File: src/rtl/mem_pkg.sv
// ============================================================================
// Module  : mem_pkg
// Brief   : Shared types and helpers for the data-memory responder.
// Revision: 1.0 - initial release
// ============================================================================
`default_nettype none

package mem_pkg;

    localparam int WORD_W = 32;

    typedef enum logic [1:0] {
        IDLE = 2'd0,
        WAIT = 2'd1,
        RESP = 2'd2
    } state_t;

    // Word-index width for a given storage depth (never below one bit).
    function automatic int idx_width(input int depth);
        return (depth < 2) ? 1 : $clog2(depth);
    endfunction

endpackage

`default_nettype wire

File: src/rtl/dmem_array.sv
// ============================================================================
// Module  : dmem_array
// Brief   : Synchronous single-port word RAM with registered, held read data.
// Revision: 1.0 - initial release
// ============================================================================
`default_nettype none

module dmem_array
    import mem_pkg::*;
#(
    parameter int DEPTH = 64,
    parameter int IW    = idx_width(DEPTH)
) (
    input  logic              clk,
    input  logic              reset,
    input  logic              we,
    input  logic              re,
    input  logic              clr,
    input  logic [IW-1:0]     idx,
    input  logic [WORD_W-1:0] wdata,
    output logic [WORD_W-1:0] rdata
);

    logic [WORD_W-1:0] r_mem [DEPTH];

    // Storage is deliberately left out of reset.
    always_ff @(posedge clk) begin
        if (we) begin
            r_mem[idx] <= wdata;
        end
    end

    // Read data only moves on a read, so it stays valid after the response.
    always_ff @(posedge clk) begin
        if (reset) begin
            rdata <= '0;
        end else if (re) begin
            rdata <= clr ? '0 : r_mem[idx];
        end
    end

endmodule

`default_nettype wire

File: src/rtl/dmem_responder.sv
// ============================================================================
// Module  : dmem_responder
// Brief   : Multi-cycle data-memory responder with valid/ready request and a
//           one-cycle response pulse after a fixed latency.
//           Optional macro DMEM_ALIGN_CHECK_EN adds resp_err for misaligned
//           addresses.
// Revision: 1.0 - initial release
// ============================================================================
`default_nettype none

module dmem_responder
    import mem_pkg::*;
#(
    parameter int DEPTH   = 64,
    parameter int LATENCY = 3
) (
    input  logic              clk,
    input  logic              reset,
    input  logic              req_valid,
    input  logic              req_write,
    input  logic [31:0]       req_addr,
    input  logic [31:0]       req_wdata,
    output logic              req_ready,
    output logic              resp_valid,
    output logic [31:0]       resp_rdata,
    output logic              busy
`ifdef DMEM_ALIGN_CHECK_EN
    ,
    output logic              resp_err
`endif
);

    localparam int IW = idx_width(DEPTH);
    localparam int CW = $clog2(LATENCY + 1);
    localparam logic [CW-1:0] c_cnt_init = CW'(LATENCY - 1);

    state_t              r_state;
    state_t              w_next;
    logic [CW-1:0]       r_cnt;
    logic                r_write;
    logic [IW-1:0]       r_idx;
    logic [WORD_W-1:0]   r_wdata;
    logic                w_accept;
    logic                w_access;
    logic                w_misalign;
    logic                w_we;
    logic                w_re;
    logic                w_unused_addr;

    assign w_accept = (r_state == IDLE) && req_valid;
    // Reset on the access edge wins: the pending store is dropped.
    assign w_access = (r_state == WAIT) && (r_cnt == '0) && !reset;
    assign w_unused_addr = ^{req_addr[31:IW+2], req_addr[1:0]};

`ifdef DMEM_ALIGN_CHECK_EN
    logic [1:0] r_lsb;
    logic       r_err;

    always_ff @(posedge clk) begin
        if (reset) begin
            r_lsb <= 2'b00;
            r_err <= 1'b0;
        end else begin
            if (w_accept) begin
                r_lsb <= req_addr[1:0];
            end
            if (w_access) begin
                r_err <= (r_lsb != 2'b00);
            end
        end
    end

    assign w_misalign = (r_lsb != 2'b00);
    assign resp_err   = r_err;
`else
    assign w_misalign = 1'b0;
`endif

    assign w_we = w_access && r_write && !w_misalign;
    assign w_re = w_access && !r_write;

    always_ff @(posedge clk) begin
        if (reset) begin
            r_state <= IDLE;
        end else begin
            r_state <= w_next;
        end
    end

    always_ff @(posedge clk) begin
        if (reset) begin
            r_cnt   <= '0;
            r_write <= 1'b0;
            r_idx   <= '0;
            r_wdata <= '0;
        end else if (w_accept) begin
            r_cnt   <= c_cnt_init;
            r_write <= req_write;
            r_idx   <= req_addr[IW+1:2];
            r_wdata <= req_wdata;
        end else if ((r_state == WAIT) && (r_cnt != '0)) begin
            r_cnt <= r_cnt - 1'b1;
        end
    end

    always_comb begin
        w_next     = r_state;
        req_ready  = 1'b0;
        resp_valid = 1'b0;
        busy       = 1'b0;
        case (r_state)
            IDLE: begin
                req_ready = 1'b1;
                if (req_valid) begin
                    w_next = WAIT;
                end
            end
            WAIT: begin
                busy = 1'b1;
                if (r_cnt == '0) begin
                    w_next = RESP;
                end
            end
            RESP: begin
                busy       = 1'b1;
                resp_valid = 1'b1;
                w_next     = IDLE;
            end
            default: begin
                w_next = IDLE;
            end
        endcase
    end

    dmem_array #(
        .DEPTH (DEPTH),
        .IW    (IW)
    ) u_array (
        .clk   (clk),
        .reset (reset),
        .we    (w_we),
        .re    (w_re),
        .clr   (w_misalign),
        .idx   (r_idx),
        .wdata (r_wdata),
        .rdata (resp_rdata)
    );

endmodule

`default_nettype wire

File: config.mk
export PLATFORM = sky130hd
export DESIGN_NAME = dmem_responder
export DESIGN_NICKNAME = d
export VERILOG_FILES = /design/src/rtl/mem_pkg.sv /design/src/rtl/dmem_array.sv /design/src/rtl/dmem_responder.sv
export SDC_FILE = /design/constraint.sdc
export NUM_CORES = 2
export LEC_CHECK = 0
export ABC_AREA = 1
export CORE_MARGIN = 10
export CORE_UTILIZATION = 37
export DETAILED_ROUTE_END_ITERATION = 10
export PLACE_DENSITY_LB_ADDON = 0.12
export SYNTH_ARGS = -nofsm -noshare
export SYNTH_HDL_FRONTEND = slang
export SYNTH_HIERARCHICAL = 1
export SYNTH_SLANG_ARGS = --single-unit
File: constraint.sdc
create_clock -name clk -period 7 [get_ports clk]
set_input_delay 0.7 -clock clk [delete_from_list [all_inputs] [get_ports clk]]
set_output_delay 0.7 -clock clk [all_outputs]
set_load 0.05 [all_outputs]
# After elaboration in Yosys (flattened, before gate mapping)
# Memories as Yosys holds them, arrays and structs flattened. A register that Yosys moved wholly into a read port is not among the register bits.
# Cells that the tools add are included.
[totals] reg_bits=43 ram_bits=2048 input_bits=68 output_inout_bits=35 wordCells=37 n_memories=1
[memory_table] memory="u_array.r_mem" words=64 width=32 read_ports=1 rd_ports_with_merged_regs=1 wr=1 line_no="dmem_array.sv:24" rtl="logic [WORD_W-1:0] r_mem [DEPTH];"
[op_classes] n_addsub=1 eq_ne=4 n_mux=10 reduce_logical=15
[op_table] operator="$mux W2" count=4
[op_table] operator="$logic_and A1 B1 Y1" count=6
[op_table] operator="$mux W1" count=5
[op_table] operator="$logic_not A2 Y1" count=2
[op_table] operator="$pmux W2 S2" count=1
[op_table] operator="$reduce_bool A2 Y1" count=2
[op_table] operator="$reduce_or A2 Y1" count=2
[op_table] operator="$eq A2 B1 Y1 const B" count=1
[op_table] operator="$eq A2 B2 Y1 const B" count=1
[op_table] operator="$logic_not A1 Y1" count=2
[op_table] operator="$ne A2 B1 Y1 const B" count=1
[op_table] operator="$ne A2 B2 Y1 const B" count=1
[op_table] operator="$reduce_and A2 Y1" count=1
[op_table] operator="$sub A2 B1 Y2 const B" count=1

# Longest topological paths before layout
[depth] depth_word=6 depth_mapped=16 depth_no_buf=13

# Cells and area by module
# The synthesis kept the hierarchy.
[modules_own_cells] module="dmem_array" instances=1 cells_per_inst=8543 area_each_um2=87242.4 seq_area_each_um2=62139.6
[modules_own_cells] module="dmem_responder" instances=1 cells_per_inst=209 area_each_um2=1625.3 seq_area_each_um2=860.8

# Least setup slack after synthesis
# Ideal clock, no wire load.
[synth_path] kind="input-to-reg" from="input reset" to="memory u_array.r_mem[0][0] (enable)" setup_time_ps=421 arrival_time_ps=2780 t_required_ps=6579 slack_ps=3799 cell_stages=4 n_path_buf=1 cell_sequence="nor4_1 -> clkbuf_2 -> nand3_1 -> nor2_1"
[synth_via] elab_chain_cells=5
[synth_rtl] element="start: declaration" line_no="dmem_responder.sv:18" rtl="input logic reset,"
[synth_rtl] element="$logic_not A1 Y1" line_no="dmem_responder.sv:52" rtl="assign w_access = (r_state == WAIT) && (r_cnt == '0) && !reset;"
[synth_rtl] element="$logic_and A1 B1 Y1" line_no="dmem_responder.sv:52"
[synth_rtl] element="$logic_and A1 B1 Y1" line_no="dmem_responder.sv:79" rtl="assign w_we = w_access && r_write && !w_misalign;"
[synth_rtl] element="$mux W1" line_no="dmem_array.sv:28" rtl="if (we) begin"
[synth_rtl] element="$mux W1 (implied by the code)" line_no="dmem_array.sv:29" rtl="r_mem[idx] <= wdata;"
[synth_rtl] element="end: declaration" line_no="dmem_array.sv:24"
# No other way between the ends.

# Worst setup path in the final report
[layout_path] from="register r_idx[2]" to="memory u_array.r_mem[37][13] (enable)"
[layout_lines] element="start: declaration" line_no="dmem_responder.sv:41" rtl="logic [IW-1:0] r_idx;"
[layout_lines] element="start signal: assignment" line_no="dmem_responder.sv:99" rtl="r_idx <= req_addr[IW+1:2];"
# Straight into the memory's write port.

==> out/metrics.csv <==
stage,metric,value,unit
die,CORE AREA,239000,µm²
sta,final worst slack,2420,ps
place,dpl ws,2400,ps
pwr,PwrDens,328,nW/µm²
synthesis,top cell type's share of synthesized area,69.2,%
die,Starting Density,37.3,%
sta,setup TNS,0,ps
synthesis,Synth cell types,28,
global_route,first-pass GRT wire length,395000,µm
cts,PostCTS Resize Cnt,0,
finish,share of cells above drive strength 1,5.96,%
route,TritonRoute pass-1 iters,5,
synthesis,syn avg cell area,10.2,µm²
sta,Tightest Pin Transition,1360,ps
synthesis,"flops & latches, synth",2123,
route,1st-iter DRT viols,5249,
setup_path,crit path capture type,flop,
finish,# nets final,8816,
global_route,vias in the first global route,56417,
sta,FMAX,0.218,GHz
cts,Skew-Pair Late Insertion Delay,890,ps
setup_path,Setup CP Type,flop to flop,
global_route,grt total ovfl,0,
finish,synth-to-layout area growth,12.5,%
cts,Post-CTS Setup Inserts,0,
sta,Max-slew headroom,9.22,%
setup_path,CP Max Fanout,111,
sta,RSZ-0062 raised after global routing,no,
synthesis,Cells after Synth,8752,
sta,Clock Skews,75.6,ps
cts,Root Driver,clkbuf_16,
die,Ports,103,
setup_path,worst path required time,7550,ps
cts,CTS tree,built,
cts,CTS Buf Count,229,
route,number of remaining DRC errors,0,
synthesis,Post-synth ARST share,0,%
setup_path,CP max stage cell,dfxtp_4,
sta,max-slew violations,0,
synthesis,Most used DFF post-synth,edfxtp_1,
synthesis,"EDFF count, synth",2048,
route,Via-to-Cell Ratio,4.89,
synthesis,most area-consuming cells after synthesis,"edfxtp_1, nand2_1, dfxtp_1",
setup_path,worst stage delay on the critical path,820,ps
synthesis,"Net Count, Synth",8825,
place,HPWL after DPL,137000,µm
finish,utilization after layout,41.9,%
pwr,Max VDD drop,0.000299,V
finish,fillcell total,22916,
route,vias post-DR,59305,
cts,clk slew on worst S/H paths,60,ps
pwr,Power Total,32.8,mW
setup_path,"Critical Path, Cell by Cell",inv_8 > nor2_1 > nand3_1 > buf_4 > nor2_4 > buf_4,
sta,Tcrit/Tclk final,65.5,%
route,post-DR wirelength/cell,22.5,µm
setup_path,Critical Path Most Common Cell,buf_4,
cts,CTS Sinks,2123,
status,outcome,finished clean,
route,ANT nets after route,0,
synthesis,"area leader, netlist",edfxtp_1,
die,DIE HEIGHT,510,µm
synthesis,post-synthesis sequential area ratio,70.9,%
sta,Fin. Hold Viols,0,
global_route,largest net degree at the start of global routing,188,
sta,Tmin final,4580,ps
sta,Hold WS,428,ps
cts,hold buffers post-CTS,0,
cts,CTS HTree Levels,4,
setup_path,CP Data Arrival Time,5140,ps
flow_run,Max-cap violations,0,
die,total die area,260000,µm²
die,floorplan row count,179,
global_route,initial antenna violation count,12,
synthesis,most frequent cell after synthesis,nand2_1,
cts,CTS Buffer Depth,3,
global_route,GRT Overall Usage,20.5,%
min_path,Hold Crit Class,input port to flop,
sta,Finish-stage setup viols,0,
synthesis,Synth Warn #,6,
synthesis,Post-synth top cells,"nand2_1, edfxtp_1, nor2_1",
place,# port buffers,76,
route,Routed WL,273000,µm
setup_path,critical path startpoint category,flop,
pwr,static leakage power,40.9,nW
die,Die X,510,µm
synthesis,Syn Std Cell Area,88900,µm²
place,routability congestion estimate,0.808,
-- worst max-delay path, delay by kind of cell, from the launching register on --
kind | cells | cell delay [ps]
AND/OR/NAND/NOR | 3 | 1950
buffers and inverters | 3 | 1310
flip-flops | 1 | 820
-- cells by family (layout without fill, tap and decap cells) --
family	after synthesis	after routing	share of synthesized area, %
buffers and inverters	482	668	2.89
other	1	16	0.00422
adders and majority gates	5	5	0.0704
and+or+nand+nor	6052	6052	25.6
xor gates and xnor gates	1	1	0.00986
AOI/OAI and AO/OA	88	88	0.515
DFF	2123	2123	70.9
-- per-layer routing --
| layer | routed length (µm) | track usage, % | vias up |
|---|---|---|---|
| met1 | 125000 | 28.9 | 29079 |
| met4 | 7660 | 6.12 | 0 |
| met3 | 15300 | 2.92 | 306 |
| met2 | 125000 | 33.0 | 1614 |
| li1 | - | - | 28306 |
| met5 | 0 | 0 | - |
-- placed cells by master (no fill, tap or decap), types with 30 or more instances in the layout --
| cell | instances |
|---|---|
| a21oi_1 | 35 |
| clkinv_2 | 30 |
| edfxtp_1 | 2048 |
| buf_4 | 112 |
| nor2_4 | 67 |
| o21ai_0 | 43 |
| nand2_1 | 5801 |
| clkdlybuf4s50_1 | 76 |
| clkinv_1 | 61 |
| clkbuf_1 | 76 |
| dfxtp_1 | 40 |
| nor2_1 | 154 |
| inv_1 | 36 |
| clkbuf_16 | 231 |
-- through the flow --
stage / instances / cell area, µm²
6_report: 12120 / 100000
5_1_grt: 12106 / 100000
4_1_cts: 12105 / 100000
3_5_place_dp: 11679 / 93000
3_3_place_gp: 11679 / 93000
2_1_floorplan: 8752 / 88900
-- flip-flops by register name, summed over array words and instances (netlist names) --
register       count
r_wdata           32
r_write            1
u_array/r_mem   2048
r_state            2
r_cnt              2
r_idx              6
u_array/rdata     32
-- power breakdown --
group	switching, mW	leakage (nW)	total (mW)	internal (mW)
clock	4.98	3.40	11.4	6.43
sequential	0.921	19.4	15.6	14.7
combinational	4.44	18.1	5.78	1.35
-- final timing paths --
| check | cells past startpoint | slack (ps) | to | from |
|---|---|---|---|---|
| max | 6 | 2420 | u_array/r_mem[37][13]$_DFFE_PP_ | r_idx[2]$_SDFFE_PP0P_ |
| max reg2reg | 6 | 2420 | u_array/r_mem[37][13]$_DFFE_PP_ | r_idx[2]$_SDFFE_PP0P_ |
| min | 3 | 430 | r_wdata[13]$_SDFFE_PP0P_ | req_wdata[13] |
| min reg2reg | 2 | 470 | u_array/rdata[22]$_SDFFE_PP0P_ | u_array/rdata[22]$_SDFFE_PP0P_ |
-- cell type report --
cell class                 instances  area [µm²]  share of cell area [%]
timing repair buffer             202        1880                    1.88
clock inverter                   114         860                   0.859
clock buffer                     312        6130                    6.13
tap                             3167        3960                    3.96
multi-input combinational       6147       23800                    23.8
antenna                           15        37.5                  0.0375
sequential                      2123       63100                    63.1
inverter                          40         181                   0.181
(Power assumes the default switching activity.)
